$ cat src/rtl/comparator_serial.sv
// comparator_serial: multi-cycle magnitude comparator, DIGIT bits per clock, MSB digit first.
// Ports:
//   clk, rst (async, active-low)
//   start, signed_mode, A, B : compare request and operands, sampled when idle
//   busy, done               : handshake status, done is a one-cycle pulse
//   A_gt_B_reg, A_eq_B_reg, A_lt_B_reg : registered result flags, held until the next done
// Optional: define COMPARATOR_EARLY_EXIT_EN to finish at the first differing digit.
module comparator_serial #(
    parameter int WIDTH = 8,
    parameter int DIGIT = 2
) (
    input  logic             clk,
    input  logic             rst,
    input  logic             start,
    input  logic             signed_mode,
    input  logic [WIDTH-1:0] A,
    input  logic [WIDTH-1:0] B,
    output logic             busy,
    output logic             done,
    output logic             A_gt_B_reg,
    output logic             A_eq_B_reg,
    output logic             A_lt_B_reg
);
    localparam int N  = WIDTH / DIGIT;
    localparam int CW = (N > 1) ? $clog2(N) : 1;
    typedef enum logic {IDLE, RUN} state_t;
    typedef enum logic [1:0] {EQ, GT, LT} res_t;
    state_t           state;
    res_t             res, res_nxt;
    logic [WIDTH-1:0] sa, sb, flip;
    logic [CW-1:0]    cnt;
    logic [DIGIT-1:0] da, db;
    logic             fin;
    always_comb begin
        da      = sa[WIDTH-1 -: DIGIT];
        db      = sb[WIDTH-1 -: DIGIT];
        // once a digit differs the verdict is fixed; lower digits cannot change it
        res_nxt = res != EQ ? res : da > db ? GT : da < db ? LT : EQ;
`ifdef COMPARATOR_EARLY_EXIT_EN
        fin     = cnt == CW'(N - 1) || res_nxt != EQ;
`else
        fin     = cnt == CW'(N - 1);
`endif
        // inverting the sign bit maps two's complement onto offset binary
        flip    = {signed_mode, {(WIDTH-1){1'b0}}};
    end
    always_ff @(posedge clk or negedge rst) begin
        if (!rst) begin
            state      <= IDLE;
            res        <= EQ;
            sa         <= '0;
            sb         <= '0;
            cnt        <= '0;
            busy       <= 1'b0;
            done       <= 1'b0;
            A_gt_B_reg <= 1'b0;
            A_eq_B_reg <= 1'b0;
            A_lt_B_reg <= 1'b0;
        end else begin
            done <= 1'b0;
            if (state == IDLE) begin
                if (start) begin
                    sa    <= A ^ flip;
                    sb    <= B ^ flip;
                    cnt   <= '0;
                    res   <= EQ;
                    busy  <= 1'b1;
                    state <= RUN;
                end
            end else begin
                sa  <= sa << DIGIT;
                sb  <= sb << DIGIT;
                cnt <= cnt + 1'b1;
                res <= res_nxt;
                if (fin) begin
                    A_gt_B_reg <= res_nxt == GT;
                    A_eq_B_reg <= res_nxt == EQ;
                    A_lt_B_reg <= res_nxt == LT;
                    done       <= 1'b1;
                    busy       <= 1'b0;
                    state      <= IDLE;
                end
            end
        end
    end
endmodule
$ cat config.mk
export PLATFORM = sky130hd
export DESIGN_NAME = comparator_serial
export DESIGN_NICKNAME = d
export VERILOG_FILES = /design/src/rtl/comparator_serial.sv
export SDC_FILE = /design/constraint.sdc
export NUM_CORES = 1
export LEC_CHECK = 0
export CAP_MARGIN = 20
export CORE_MARGIN = 1
export CORE_UTILIZATION = 53
export DETAILED_ROUTE_END_ITERATION = 16
export GPL_TIMING_DRIVEN = 0
export PLACE_DENSITY_LB_ADDON = 0.2
export RECOVER_POWER = 50
export SLEW_MARGIN = 20
export SYNTH_ARGS = -nofsm -noshare
export SYNTH_HDL_FRONTEND = slang
export SYNTH_SLANG_ARGS = --single-unit
$ cat constraint.sdc
create_clock -name clk -period 3.64 [get_ports clk]
set_clock_uncertainty 0.15 [all_clocks]
set_input_delay 0.364 -clock clk [delete_from_list [all_inputs] [get_ports clk]]
set_output_delay 0.364 -clock clk [all_outputs]
set_load 0.01 [all_outputs]
==> impl_summary.md, run 1 <==
Worst setup path
STA classifies the critical path startpoint as an input pin. The slowest cell on the critical path is sky130_fd_sc_hd__clkbuf_1. The critical path class is input pin to async pin. Data on the critical path is required at its endpoint by 3.72 ns. The worst reg-to-reg setup slack is 2.06 ns. STA classifies the critical path endpoint as an async pin. The buffering stage count on the worst path with inverters included is 2. The family with the most delay on the worst path is buffers and inverters.

For the worst flop-to-flop path, the logic depth is 4. The maximum cell stage delay along the critical path is 0.99 ns. The arrival time of data at the critical path endpoint is 1.90 ns. The source of the worst register-to-register timing path is sa[7].

The end of the worst register-to-register path is res[1]. Walking the worst path, the cells encountered are dlygate4sd3_1 > clkbuf_1. Along the worst path, the maximum fanout reaches 26.

STA
The share of the cycle needed by the critical path after routing is 0.500. The number of max-slew violations in the final report was 0. The fmax is 550 MHz. The worst path setup slack after routing is 1.82 ns. The transition time at the pin with the least slew margin is 1.35 ns. After layout, the minimum clock period comes to 1.82 ns. The total negative setup slack is 0 ns. Setup violations remaining at the end of the flow were counted as 0. The worst pin sits at a relative slew slack of 0.101. Setup repair after global routing left no endpoint under its margin. The final-report hold violation count is 0.

CTS
The tree is rooted in a sky130_fd_sc_hd__clkbuf_4. The clock drives 26 sinks. The clock transition at the registers of the reported paths is 0.12 ns. The CTS tree is built. For the worst-skew pair, the clock arrives at the later sink with an insertion delay of 0.32 ns.

The worst-case clock buffer depth is 2. In this run the number of H-tree levels came out at 1. The number of setup buffers added after CTS is 0. The number of buffers created by CTS is 3.

Synth
The average size of a mapped cell is 10.8 sq um. When the netlist entered floorplanning its net count stood at 134. The synthesized design spends more area on one cell type than any other, namely sky130_fd_sc_hd__dfrtp_1. After synthesis the cells add up to 1190 sq um. The yosys synthesis warning count is 0. After technology mapping, the gate count stands at 111. The share of the synthesized area in the top cell type is 0.545.

By area the synthesized netlist is led by sky130_fd_sc_hd__dfrtp_1 (54%), sky130_fd_sc_hd__mux2i_1 (14%), sky130_fd_sc_hd__o21ai_0 (5.9%). After synthesis the netlist holds a flip-flop and latch count of 26. The fraction of the yosys area taken by sequential cells is 0.545. Counting distinct cell types in the post-synthesis netlist gives 22.

Finish
Relative to the synthesized area, the layout overhead comes to 23.6%. The total inserted antenna cells is 0. The largest registers in the layout are sa x8, sb x8. The fraction of layout instances using a drive strength above 1 is 0.0580. The number of standard cells in the final layout excluding fillers is 165.

In the final design database the tool counted 163 nets. The finished layout cell area is 1480 sq um.

Die
The die covers 2450 sq um. The die is 49.5 um wide. The area of the core region is 2040 sq um. The starting utilization of the core area is 0.585.

Pin placement for this block handled 25 I/O pins. The die boundary height is 49.5 um. The count of standard-cell rows is 16.

Placement
Timing analysis after detailed placement gives a worst setup slack of 2.07 ns. The count of buffers added on input and output ports is 23. The congestion estimate from routability-driven global placement came to 0.770. In this run the cell area measured after placement is 1450 sq um.

The number of cells in the design after placement is 161. After legalization and detailed placement, the total HPWL measured 1.59 mm.

Detailed routing
The count of nets left with antenna violations once routing finished came out at 0. The routed via count is 876. The first-iteration detailed-routing DRC count is 9. The final routed DRC violation total is 0. The average detailed-routed wire length per instance is 13.3 um. The routed wire length is 2.20 mm. The vias per cell is 5.31.

The detailed-router iteration count before antenna repair is 4.

Hold path
For hold timing, the worst endpoint is sa[3]. The worst min-delay path startpoint is start. The class of the tightest hold or removal check is input pin to flop. The number of stages on the worst hold path is 3.

Power and ir drop
VDD sags by at most 0.535 mV. The cell-internal power is 0.000628 W. The power per cell area is 657 nW/um^2. The proportion of power drawn by the clock network is 0.122. The net switching power is 0.000342 W. The share of total power dissipated in combinational logic is 0.406. The analysis attributes to cell leakage a power of 0.704 nW. The share of total power dissipated in sequential elements is 0.472.

Of the total power, the share spent switching nets is 0.353.

Global route
The wire length of the first global-routing pass is 3.66 mm. The number of antenna violations at the first check in global routing is 0. For this run the aggregate overflow at the end of global routing stands at 0.

The number of global-route vias before repair is 853. The total track usage is 0.197. The largest net degree at the start of global routing is 27.

Run
The number of violations of the max-capacitance limit is 0.

Outcome
The run finished with clean final reports.
repair_timing:
| item | in CTS | in global routing |
|---|---|---|
| endpoints found under the hold margin | 26 | 0 |
| setup endpoints to repair | 0 | 0 |
| hold buffers | 1 | 0 |
| gates resized for setup | 0 | 0 |
how the worst max path moves through the flow:
stage | startpoint | endpoint | slack [ns] | cells past startpoint
after floorplan | sa[7] | res[1] | 2.14 | 4
after global placement | rst | sb[4] | 1.76 | 1
after detailed placement | signed_mode | sa[7] | 2.07 | 4
after CTS | busy | busy | 1.86 | 1
after global routing | rst | sb[6] | 1.56 | 2
final | rst | sb[2] | 1.82 | 2
synthesized netlist by cell type:
master and count:
sky130_fd_sc_hd__nand3_1 1, sky130_fd_sc_hd__inv_2 1, sky130_fd_sc_hd__or4b_1 1, sky130_fd_sc_hd__dfrtp_1 26
sky130_fd_sc_hd__mux2i_1 17, sky130_fd_sc_hd__nand2_2 1, sky130_fd_sc_hd__o21ai_0 14, sky130_fd_sc_hd__ha_1 3
sky130_fd_sc_hd__inv_1 4, sky130_fd_sc_hd__buf_2 3, sky130_fd_sc_hd__o22ai_1 1, sky130_fd_sc_hd__o41ai_1 1
sky130_fd_sc_hd__o21ai_1 3, sky130_fd_sc_hd__nand2_1 17, sky130_fd_sc_hd__o21bai_1 1, sky130_fd_sc_hd__buf_6 1
sky130_fd_sc_hd__nor2b_4 1, sky130_fd_sc_hd__a21oi_1 1, sky130_fd_sc_hd__buf_4 2, sky130_fd_sc_hd__nor2_1 8
sky130_fd_sc_hd__a22o_1 2, sky130_fd_sc_hd__xor2_1 2
cell type report:
class	count	area, sq um
Sequential cell	26	651
Fill cell	172	566
Multi-Input combinational cell	74	482
Timing Repair Buffer	24	234
Buffer	6	35.0
Tap cell	27	33.8
Clock buffer	3	22.5
Inverter	5	18.8
per-layer routing:
metal,track usage,part of all wire,wire length (um),vias up
met5,0,0,0,-
met3,0.0216,0.039,85,5
li1,-,-,-,439
met1,0.263,0.48,1060,409
met2,0.333,0.46,1020,23
met4,0.0714,0.017,38,0
stage by stage:
stage               total power, W   util  hold slack (ns)
global placement          0.000852  0.714            0.310
global route               0.00104  0.723            0.343
detailed placement        0.000872  0.712            0.242
floorplan                 0.000724      -          -0.0816
CTS                       0.000991  0.728            0.318
finish                    0.000970  0.723            0.325
cells by family after synthesis:
logic type / Yosys count / synth area share
xor gates and xnor gates: 2 / 0.0147
and+or+nand+nor: 29 / 0.108
AOI/OAI and AO/OA: 23 / 0.109
muxes: 17 / 0.142
buffers and inverters: 11 / 0.0502
DFF: 26 / 0.544
adders and majority gates: 3 / 0.0314
cells in the final DEF (no fill, tap or decap):
cell	instances
sky130_fd_sc_hd__a21oi_1	1
sky130_fd_sc_hd__a22o_1	2
sky130_fd_sc_hd__buf_2	1
sky130_fd_sc_hd__buf_4	1
sky130_fd_sc_hd__buf_6	1
sky130_fd_sc_hd__clkbuf_1	4
sky130_fd_sc_hd__clkbuf_4	3
sky130_fd_sc_hd__clkdlybuf4s50_1	22
sky130_fd_sc_hd__dfrtp_1	26
sky130_fd_sc_hd__dlygate4sd3_1	1
sky130_fd_sc_hd__ha_1	3
sky130_fd_sc_hd__inv_1	4
sky130_fd_sc_hd__inv_2	1
sky130_fd_sc_hd__mux2i_1	17
sky130_fd_sc_hd__nand2_1	18
sky130_fd_sc_hd__nand3_1	1
sky130_fd_sc_hd__nor2_1	8
sky130_fd_sc_hd__nor2b_4	1
sky130_fd_sc_hd__o21ai_0	16
sky130_fd_sc_hd__o21ai_1	1
sky130_fd_sc_hd__o21bai_1	1
sky130_fd_sc_hd__o22ai_1	1
sky130_fd_sc_hd__o41ai_1	1
sky130_fd_sc_hd__or4b_1	1
sky130_fd_sc_hd__xor2_1	2
power by group through the flow:
stage | logic, W | clock network, W | registers, W
3_3_place_gp | 0.000393 | 0 | 0.000459
4_1_cts | 0.000411 | 0.000122 | 0.000458
6_report | 0.000394 | 0.000119 | 0.000458
3_5_place_dp | 0.000407 | 0 | 0.000465
5_1_grt | 0.000442 | 0.000130 | 0.000471
2_1_floorplan | 0.000261 | 0 | 0.000463
(Power assumes the default switching activity.)
==> inputs of run 2 (changes only) <==
Settings changed: CORE_UTILIZATION 53 to 49.
Clock period 3.64 ns to 1.8 ns, I/O delays scaled along.
==> run 2 against run 1 <==
Against the previous run:
- first-iteration DRC count increased by 44%
- utilization decreased by 5.2 points
- combinational power increased by 110%
- global-route usage increased by 0.77 points
- setup slack got worse by 1.6 ns
- cell count increased by 1.2%
==> impl_summary.md, run 2 (same netlist as run 1, synthesis figures left out) <==
Global route
The number of antenna violations at the first check in global routing is 0 (unchanged). The largest net degree at the start of global routing is 27 (unchanged). The number of global-route vias before repair was 851 (-0.23%). The total track usage is 0.205 (+0.00773).

The sum of overflow across all layers after global routing was 0 (unchanged). The wire length of the first global-routing pass is 3.88 mm (+6.0%).

Die
The number of placed I/O pins is 25 (unchanged). The starting utilization of the core area is 0.530 (-0.0552). The area of the core region is 2250 sq um (+10%). The floorplan die area was 2640 sq um (+7.8%).

The die boundary height came to 51.4 um (+3.8%). The width of the chip is 51.4 um (+3.8%). The count of standard-cell rows came to 17 (+1).

Detailed routing
The post-route met1 wirelength is 1.06 mm (about the same). The routed via count was 865 (-1.3%). The vias per cell is 5.18 (-2.4%).

The final routed DRC violation total is 0 (unchanged). The average detailed-routed wire length per instance is 13.3 um (-0.48%). The first-iteration detailed-routing DRC count is 13 (+4). The top metal layer carrying routed signals is met4. The final antenna-violating net count is 0 (unchanged).

The detailed-router iteration count before antenna repair came to 4 (unchanged). The wire length on met2 is 1.05 mm (+3.1%). The sum of met3 wire segment lengths after detailed routing was 72 um (-15%). The routed wire length is 2.22 mm (+0.73%).

Placement
The estimated wirelength of the detail-placed design is 1.61 mm (+1.2%). The number of cells in the design after placement was 162 (+0.62%). The number of port buffers was 23 (unchanged).

The placed instance area is 1460 sq um (about the same). The final weighted congestion of routability-driven global placement is 0.713 (-7.4%).

Finish
The finished layout cell area is 1510 sq um (+2.5%). The final core area utilization was 0.671 (-0.0521). The largest registers in the layout are sa x8, sb x8.

The synthesis-to-finish area growth is 26.6%. The fraction of layout instances using a drive strength above 1 came to 0.0863 (+0.0284). The most common library cell in the layout ignoring fill and taps is sky130_fd_sc_hd__dfrtp_1. The filler cell count in the final layout is 195 (+13%). The number of standard cells in the final layout excluding fillers is 167 (+1.2%). The total inserted antenna cells was 0 (unchanged). The final net count came to 163 (unchanged).

In the layout the commonest cells are sky130_fd_sc_hd__dfrtp_1 (26), sky130_fd_sc_hd__clkdlybuf4s50_1 (22), sky130_fd_sc_hd__nand2_1 (17), sky130_fd_sc_hd__mux2i_1 (17), sky130_fd_sc_hd__o21ai_0 (14).

Power and ir drop
The highest ir drop seen on vdd came to 1.03 mV (+92%). The power per cell area is 1410 nW/um^2 (+120%). The leakage power came to 0.723 nW (+2.7%).

Worst setup path
The maximum fanout encountered on the critical timing path is 3 (-88%). STA classifies the critical path startpoint as a flop. The critical path class is flop to flop. The required time of the critical path came to 1.91 ns (-1.81 ns).

The endpoint class of the critical path is a flop. The arrival time of data at the critical path endpoint came to 1.73 ns (-0.17 ns).

CTS
The number of buffers created by CTS was 3 (unchanged). The clock transition at the registers of the reported paths is 0.14 ns (+0.02 ns). The number of cells upsized or downsized after cts is 0 (unchanged).

TritonCTS built the clock tree. The worst-case clock buffer depth came to 2 (unchanged). The clock latency at the later pin of the worst-skew pair is 0.32 ns (about the same). The count of clock tree sinks is 26 (unchanged). Clock tree synthesis selected as its root buffer the cell sky130_fd_sc_hd__clkbuf_4. The H-tree depth is 1 (unchanged).

Hold path
The class of the tightest hold or removal check is input pin to flop.

STA
Based on the critical path, the design can be clocked at up to 620 MHz. The clock period could shrink to 1.61 ns. The total negative setup slack came to 0 ns (unchanged).

The number of max-slew violations in the final report is 0 (unchanged). The worst slew margin relative to its limit came to 0.583 (+0.482). The number of endpoints failing setup at the final stage is 0 (unchanged). The final-report hold violation count came to 0 (unchanged). The share of the cycle needed by the critical path after routing is 0.896. The transition time at the pin with the least slew margin is 0.626 ns (-0.723 ns). Setup repair after global routing left no endpoint under its margin.

Outcome
The flow ran to the end, and the final reports show no timing, DRC or antenna violations.

Run
The number of violations of the max-capacitance limit came to 0 (unchanged).
-- run 2: changes by cell type in the layout (fill, tap and decap cells not counted) --
cell | previous run | this run
sky130_fd_sc_hd__nand2_2 | 0 | 1
sky130_fd_sc_hd__bufinv_16 | 0 | 1
sky130_fd_sc_hd__clkbuf_1 | 4 | 2
sky130_fd_sc_hd__o21ai_0 | 16 | 14
sky130_fd_sc_hd__buf_2 | 1 | 2
sky130_fd_sc_hd__nand2_1 | 18 | 17
sky130_fd_sc_hd__o21ai_1 | 1 | 3
sky130_fd_sc_hd__clkbuf_2 | 0 | 1
-- run 2: worst paths after layout --
| kind | from | endpoint | slack (ns) | cells past startpoint |
|---|---|---|---|---|
| setup reg to reg | sa[7] | res[1] | 0.19 | 4 |
| min in group asynchronous | rst | sa[6] | 0.24 | 2 |
| hold reg to reg | sa[0] | sa[2] | 0.35 | 2 |
| hold / removal | start | sb[4] | 0.14 | 3 |
| max in group asynchronous | rst | res[1] | 0.86 | 2 |
| setup / recovery | sa[7] | res[1] | 0.19 | 4 |
-- run 2: area by class of cell --
cell class | count | area (sq um) | area share
tap | 28 | 35.0 | 0.0232
clock buffer | 3 | 22.5 | 0.0149
inverter | 5 | 18.8 | 0.0124
buffer | 6 | 36.3 | 0.0240
sequential | 26 | 651 | 0.430
multi-input combinational | 74 | 484 | 0.320
clock inverter | 1 | 30.0 | 0.0199
timing repair buffer | 24 | 235 | 0.156
-- run 2: critical path, stage by stage, from the launching register on --
cell	delay [ns]
sky130_fd_sc_hd__dfrtp_1	0.42
sky130_fd_sc_hd__ha_1	0.32
sky130_fd_sc_hd__nor2b_4	0.14
sky130_fd_sc_hd__or4b_1	0.46
sky130_fd_sc_hd__nand2_1	0.07
-- run 2: timing repair --
item / in CTS / in global routing
hold endpoints to repair: 26 / 0
buffers inserted: 0 / 0
hold buffers: 1 / 0
-- run 2: through the flow --
step                      worst slack (ns)  hold WS, ns  power (W)
after floorplan                      0.296       -0.266    0.00146
after global placement              0.0568        0.309    0.00173
after detailed placement             0.228       0.0590    0.00178
final                                0.188        0.138    0.00214
after global routing                 0.115        0.125    0.00232
after CTS                            0.189        0.126    0.00217
-- run 2: power by group --
| group | total (W) | internal [W] | leakage (nW) | switching, W |
|---|---|---|---|---|
| logic | 0.000819 | 0.000396 | 0.361 | 0.000423 |
| clock network | 0.000395 | 0.000225 | 0.0279 | 0.000169 |
| registers | 0.000924 | 0.000804 | 0.334 | 0.000120 |
-- run 2: routing by layer --
| layer | GRT usage | vias up |
|---|---|---|
| li1 | - | 430 |
| met1 | 0.272 | 414 |
| met2 | 0.331 | 17 |
| met3 | 0.0357 | 4 |
| met4 | 0.0811 | 0 |
| met5 | 0 | - |
==> inputs of run 3 (changes only) <==
Settings changed: ABC_CLOCK_PERIOD_IN_PS set to 1800.
==> results of run 3 <==
The final DEF is identical to that of run 2; final timing and power are the same.
